File: src/rtl/alu_result_buffer_if.sv
// Handshake bundle between the ALU, the result buffer and the writeback consumer.
// The buffer uses the slave modport; the driving environment uses master.
interface alu_result_buffer_if #(
    parameter int DATA_W = 32
);
    logic              in_valid;
    logic              in_ready;
    logic [3:0]        in_op;
    logic [DATA_W-1:0] in_y;
    logic              in_carry;
    logic              in_neg;
    logic              in_ovf;
    logic              out_valid;
    logic              out_ready;
    logic [DATA_W-1:0] out_y;
    logic [3:0]        out_op;
    logic [3:0]        out_flags;

    modport master (
        output in_valid, in_op, in_y, in_carry, in_neg, in_ovf, out_ready,
        input  in_ready, out_valid, out_y, out_op, out_flags
    );

    modport slave (
        input  in_valid, in_op, in_y, in_carry, in_neg, in_ovf, out_ready,
        output in_ready, out_valid, out_y, out_op, out_flags
    );
endinterface

File: src/rtl/alu_result_buffer.sv
// FIFO stage behind the ALU: stores result, opcode and qualified flags per entry,
// and accumulates sticky status flags for software.
module alu_result_buffer #(
    parameter int DATA_W = 32,
    parameter int DEPTH  = 4
) (
    input  logic                     clk,
    input  logic                     rst_n,
    alu_result_buffer_if.slave       bus,
    output logic [$clog2(DEPTH):0]   count,
    output logic [3:0]               sticky_flags,
    input  logic                     sticky_clr
);
    localparam int AW = $clog2(DEPTH);
    localparam int CW = AW + 1;

    logic [DATA_W-1:0] y_mem    [DEPTH];
    logic [3:0]        op_mem   [DEPTH];
    logic [3:0]        flag_mem [DEPTH];

    logic [AW-1:0] wr_ptr;
    logic [AW-1:0] rd_ptr;
    logic          push;
    logic          pop;
    logic [3:0]    in_flags;
    logic          ready_int;
    logic          valid_int;

    assign ready_int = (count != CW'(DEPTH));
    assign valid_int = (count != '0);
    assign push      = bus.in_valid & ready_int;
    assign pop       = valid_int & bus.out_ready;

    // ALU keeps carry/overflow latched across unrelated ops, so mask by opcode.
    always_comb begin
        in_flags    = '0;
        in_flags[0] = (bus.in_y == '0);
        in_flags[1] = bus.in_neg;
        in_flags[2] = ((bus.in_op == 4'd6) || (bus.in_op == 4'd7)) ? bus.in_carry : 1'b0;
        in_flags[3] = (bus.in_op == 4'd7) ? bus.in_ovf : 1'b0;
    end

    always_ff @(posedge clk) begin
        if (push) begin
            y_mem[wr_ptr]    <= bus.in_y;
            op_mem[wr_ptr]   <= bus.in_op;
            flag_mem[wr_ptr] <= in_flags;
        end
    end

    always_ff @(posedge clk or negedge rst_n) begin
        if (!rst_n) begin
            wr_ptr       <= '0;
            rd_ptr       <= '0;
            count        <= '0;
            sticky_flags <= '0;
        end else begin
            if (push)
                wr_ptr <= wr_ptr + AW'(1);
            if (pop)
                rd_ptr <= rd_ptr + AW'(1);
            case ({push, pop})
                2'b10:   count <= count + CW'(1);
                2'b01:   count <= count - CW'(1);
                default: count <= count;
            endcase
            if (sticky_clr)
                sticky_flags <= push ? in_flags : '0;
            else if (push)
                sticky_flags <= sticky_flags | in_flags;
        end
    end

    assign bus.in_ready  = ready_int;
    assign bus.out_valid = valid_int;
    assign bus.out_y     = valid_int ? y_mem[rd_ptr]    : '0;
    assign bus.out_op    = valid_int ? op_mem[rd_ptr]   : '0;
    assign bus.out_flags = valid_int ? flag_mem[rd_ptr] : '0;
endmodule
File: src/flat_wrapper.sv
// flat-port wrapper written by rule: the top's interface ports become plain ports
module alu_result_buffer_flat 
#(
    parameter int DATA_W = 32,
    parameter int DEPTH  = 4
)
  (clk, rst_n, count, sticky_flags, sticky_clr, bus_in_valid, bus_in_op, bus_in_y, bus_in_carry, bus_in_neg, bus_in_ovf, bus_out_ready, bus_in_ready, bus_out_valid, bus_out_y, bus_out_op, bus_out_flags);
  alu_result_buffer_if #(.DATA_W(DATA_W)) bus_i ();
  input  logic clk;
  input  logic rst_n;
  output logic [$clog2(DEPTH):0] count;
  output logic [3:0] sticky_flags;
  input  logic sticky_clr;
  input wire logic [$bits(bus_i.in_valid)-1:0] bus_in_valid;
  input wire logic [$bits(bus_i.in_op)-1:0] bus_in_op;
  input wire logic [$bits(bus_i.in_y)-1:0] bus_in_y;
  input wire logic [$bits(bus_i.in_carry)-1:0] bus_in_carry;
  input wire logic [$bits(bus_i.in_neg)-1:0] bus_in_neg;
  input wire logic [$bits(bus_i.in_ovf)-1:0] bus_in_ovf;
  input wire logic [$bits(bus_i.out_ready)-1:0] bus_out_ready;
  output wire logic [$bits(bus_i.in_ready)-1:0] bus_in_ready;
  output wire logic [$bits(bus_i.out_valid)-1:0] bus_out_valid;
  output wire logic [$bits(bus_i.out_y)-1:0] bus_out_y;
  output wire logic [$bits(bus_i.out_op)-1:0] bus_out_op;
  output wire logic [$bits(bus_i.out_flags)-1:0] bus_out_flags;
  assign bus_i.in_valid = bus_in_valid;
  assign bus_i.in_op = bus_in_op;
  assign bus_i.in_y = bus_in_y;
  assign bus_i.in_carry = bus_in_carry;
  assign bus_i.in_neg = bus_in_neg;
  assign bus_i.in_ovf = bus_in_ovf;
  assign bus_i.out_ready = bus_out_ready;
  assign bus_in_ready = bus_i.in_ready;
  assign bus_out_valid = bus_i.out_valid;
  assign bus_out_y = bus_i.out_y;
  assign bus_out_op = bus_i.out_op;
  assign bus_out_flags = bus_i.out_flags;
  alu_result_buffer #(.DATA_W(DATA_W), .DEPTH(DEPTH)) u_core (.clk(clk), .rst_n(rst_n), .bus(bus_i), .count(count), .sticky_flags(sticky_flags), .sticky_clr(sticky_clr));
endmodule
File: config.mk
export PLATFORM = sky130hd
export DESIGN_NAME = alu_result_buffer_flat
export DESIGN_NICKNAME = d
export VERILOG_FILES = /design/src/rtl/alu_result_buffer_if.sv /design/src/rtl/alu_result_buffer.sv /design/src/flat_wrapper.sv
export SDC_FILE = /design/constraint.sdc
export NUM_CORES = 1
export LEC_CHECK = 0
export ABC_AREA = 1
export CORE_ASPECT_RATIO = 1.2
export CORE_UTILIZATION = 35
export DETAILED_ROUTE_END_ITERATION = 10
export HOLD_SLACK_MARGIN = 0.12
export PLACE_DENSITY = 0.56
export SETUP_SLACK_MARGIN = 0.3
export SLEW_MARGIN = 20
export SYNTH_ARGS = -nofsm -noshare
export SYNTH_HDL_FRONTEND = slang
export SYNTH_SLANG_ARGS = --single-unit
export TNS_END_PERCENT = 1
File: constraint.sdc
create_clock -name clk -period 3.5 [get_ports clk]
set_input_delay 0.525 -clock clk [delete_from_list [all_inputs] [get_ports clk]]
set_output_delay 0.525 -clock clk [all_outputs]
set_load 0.005 [all_outputs]
==> results.json <==
{
  "async_flop_share": 0.0643,
  "startpoint_type": "flop",
  "ant_nets": 0,
  "cts_max_level": 4,
  "crit_path_max_fanout": 48,
  "globalplace.congestion": 0.767,
  "syn_nets": 614,
  "drive_gt1_frac": 0.0789,
  "grt_pass1_vias": 4476,
  "max-clock-path-buffers": 2,
  "worstSetupEndpointType": "primary output",
  "worstPathArrival_ns": 2.43,
  "grtUsageTotal": 0.160,
  "vias_per_cell": 4.73,
  "path_cells": "inv_2 -> buf_4 -> o21ai_0 -> a21oi_1 -> clkdlybuf4s50_1",
  "synthCells": 564,
  "ys_seq_area_frac": 0.734,
  "ys_types": 25,
  "path_clk_slew_ns": 0.06,
  "reg2reg_slack_ns": 1.25,
  "min_period_over_period": 0.845,
  "rsz0062_at_grt": "false",
  "fin_crit_ns": 2.96,
  "ioPinCount": 93,
  "drc": 0,
  "total_power_mw": 7.65,
  "powerDensity_mw_per_mm2": 876,
  "required_ns": 2.97,
  "overflow": 0,
  "dieArea_mm2": 0.0203,
  "r2r_start": "u_core.count[2]",
  "slew_headroom": 0.574,
  "num-nets-final": 709,
  "status": "finished clean",
  "crit_type": "reg -> out",
  "antenna_found_initial": 0,
  "cts_buffers": 17,
  "io_buffers": 92,
  "drtPass1Iterations": 4,
  "grt_first_pass_wirelength_um": 23900,
  "die_h_um": 156,
  "drt_iter0_drc": 281,
  "ys_ff_latch": 171,
  "cp.depth": 5,
  "num_vias": 4410,
  "num_rows": 56,
  "syn_area_mm2": 0.00692,
  "holdBufCountCts": 0,
  "slew_violations": 0,
  "fmax_ghz": 0.338,
  "hold_viol": 0,
  "crit_family": "buffers and inverters",
  "maxCapViolCount": 0,
  "min_path_type": "in -> async",
  "finalSetupTns_ns": 0,
  "syn_avg_cell_area_um2": 12.3,
  "antennaDiodeCount": 0,
  "crit_buf_inv": 3,
  "grt_max_degree": 49,
  "hpwl_um": 9360,
  "r2r_end": "u_core.count[2]",
  "cpMaxStageDelayCell": "clkdlybuf4s50_1",
  "finalSetupViolCount": 0,
  "clock_latency_ns": 0.42,
  "clock_skew_ns": 0.00867,
  "drt_wl_total_um": 15200,
  "core_mm2": 0.0195,
  "reg2regPathDepth": 9,
  "slowest_delay_ns": 0.56,
  "yosys_warnings": 0,
  "numClockSinks": 171,
  "syn_to_final_growth_pct": 26.2,
  "synth-edff-count": 160,
  "synth_flop_cell": "edfxtp_1",
  "initial_core_util": 0.355,
  "vdd_drop_max_mv": 0.482,
  "root_buffer": "clkbuf_16",
  "p_leak_nw": 2.96,
  "cts_tree": "yes",
  "worstMarginPinSlew_ns": 0.638,
  "wl_per_cell_um": 16.3,
  "chipWidth_um": 130
}
-- cell usage after synthesis, types with 2 or more instances --
master / number / area [um^2]
nand2_1: 17 / 63.8
clkbuf_2: 3 / 15.0
buf_2: 12 / 60.1
nor2_1: 187 / 702
inv_1: 13 / 48.8
a22o_1: 3 / 26.3
clkbuf_1: 6 / 22.5
inv_2: 3 / 11.3
xnor2_1: 2 / 17.5
o21ai_0: 60 / 300
ha_1: 5 / 62.6
dfrtp_1: 11 / 275
buf_4: 2 / 15.0
a21oi_1: 41 / 205
xor2_1: 3 / 26.3
o21ai_1: 23 / 115
buf_6: 5 / 56.3
clkbuf_8: 2 / 27.5
edfxtp_1: 160 / 4800
-- worst max-delay path by stage --
stage                startpoint               endpoint  slack [ns]
2_1_floorplan   u_core.count[0]  u_core.flag_mem[0][0]        0.63
3_3_place_gp   u_core.rd_ptr[0]       bus_out_flags[1]        0.97
3_5_place_dp   u_core.rd_ptr[0]       bus_out_flags[1]        0.95
4_1_cts        u_core.rd_ptr[0]       bus_out_flags[1]        0.47
5_1_grt        u_core.rd_ptr[0]       bus_out_flags[1]        0.32
6_report       u_core.rd_ptr[0]       bus_out_flags[1]        0.54
-- cells in the final DEF, fill, tap and decap left out, drive strengths merged --
master and count:
nor2 188, nor3 1, bufinv 3, clkdlybuf4s50 92, clkinv 8, nand3 1, nand2 18, fa 1
nand3b 1, xnor2 2, clkinvlp 3, dfrtp 11, a21oi 41, inv 16, xor2 3, edfxtp 160
ha 5, clkbuf 18, a22o 3, o21ai 83, buf 14
-- metrics by stage --
| stage | util | setup WS (ns) | cell area (um^2) | hold slack (ns) | std cells |
|---|---|---|---|---|---|
| floorplan | - | 0.631 | 6920 | 0.229 | 564 |
| global placement | 0.418 | 0.973 | 8150 | 0.475 | 901 |
| detailed placement | 0.418 | 0.951 | 8150 | 0.493 | 901 |
| CTS | 0.448 | 0.468 | 8730 | 0.473 | 933 |
| global route | 0.448 | 0.321 | 8730 | 0.500 | 933 |
| finish | 0.448 | 0.542 | 8730 | 0.472 | 933 |
-- flip-flops by register name, summed over array words and instances (netlist names) --
signal / flops
u_core.count: 3
u_core.flag_mem: 16
u_core.op_mem: 16
u_core.rd_ptr: 2
u_core.sticky_flags: 4
u_core.wr_ptr: 2
u_core.y_mem: 128
-- final cells by class --
| cell class | count | area (um^2) |
|---|---|---|
| clock buffers | 18 | 429 |
| fillers | 1819 | 10700 |
| multi-input cells | 347 | 1620 |
| repair buffers | 106 | 1070 |
| inverters | 16 | 60.1 |
| well taps | 261 | 327 |
| flip-flops and latches | 171 | 5080 |
| clock inverters | 14 | 154 |
-- what timing repair did --
action | 4_1_cts | 5_1_grt
endpoints found under the setup margin | 0 | 1
hold endpoints to repair | 0 | 0
gates resized for setup | 0 | 1
buffers inserted | 0 | 0
-- power by group --
part	internal, mW	total, mW	switching, mW
Clock	1.11	1.85	0.741
Sequential	2.70	2.86	0.165
Combinational	1.37	2.94	1.57
Total	5.17	7.65	2.48
-- metal layers --
layer | vias up | part of all wire | global-route usage
li1 | 2155 | - | -
met1 | 2152 | 0.44 | 0.196
met2 | 95 | 0.51 | 0.268
met3 | 8 | 0.041 | 0.0391
met4 | 0 | 0.0090 | 0.0640
met5 | - | 0 | 0
-- kinds of logic after synthesis --
group / synth area share
DFF: 0.734
buffers and inverters: 0.0371
adders and majority gates: 0.0119
xor gates and xnor gates: 0.00633
and+or+nand+nor: 0.117
AOI/OAI and AO/OA: 0.0935
-- worst reg2reg max path, cell delays in order, from the launching register on --
cell and delay [ns]:
dfrtp_1 0.47, nor3_4 0.06, buf_4 0.30, nor2_2 0.27, ha_1 0.19, inv_1 0.07, fa_1 0.38, a21oi_1 0.14
o21ai_0 0.11, xnor2_1 0.14
Note: power is estimated with default switching activity, not from simulation.
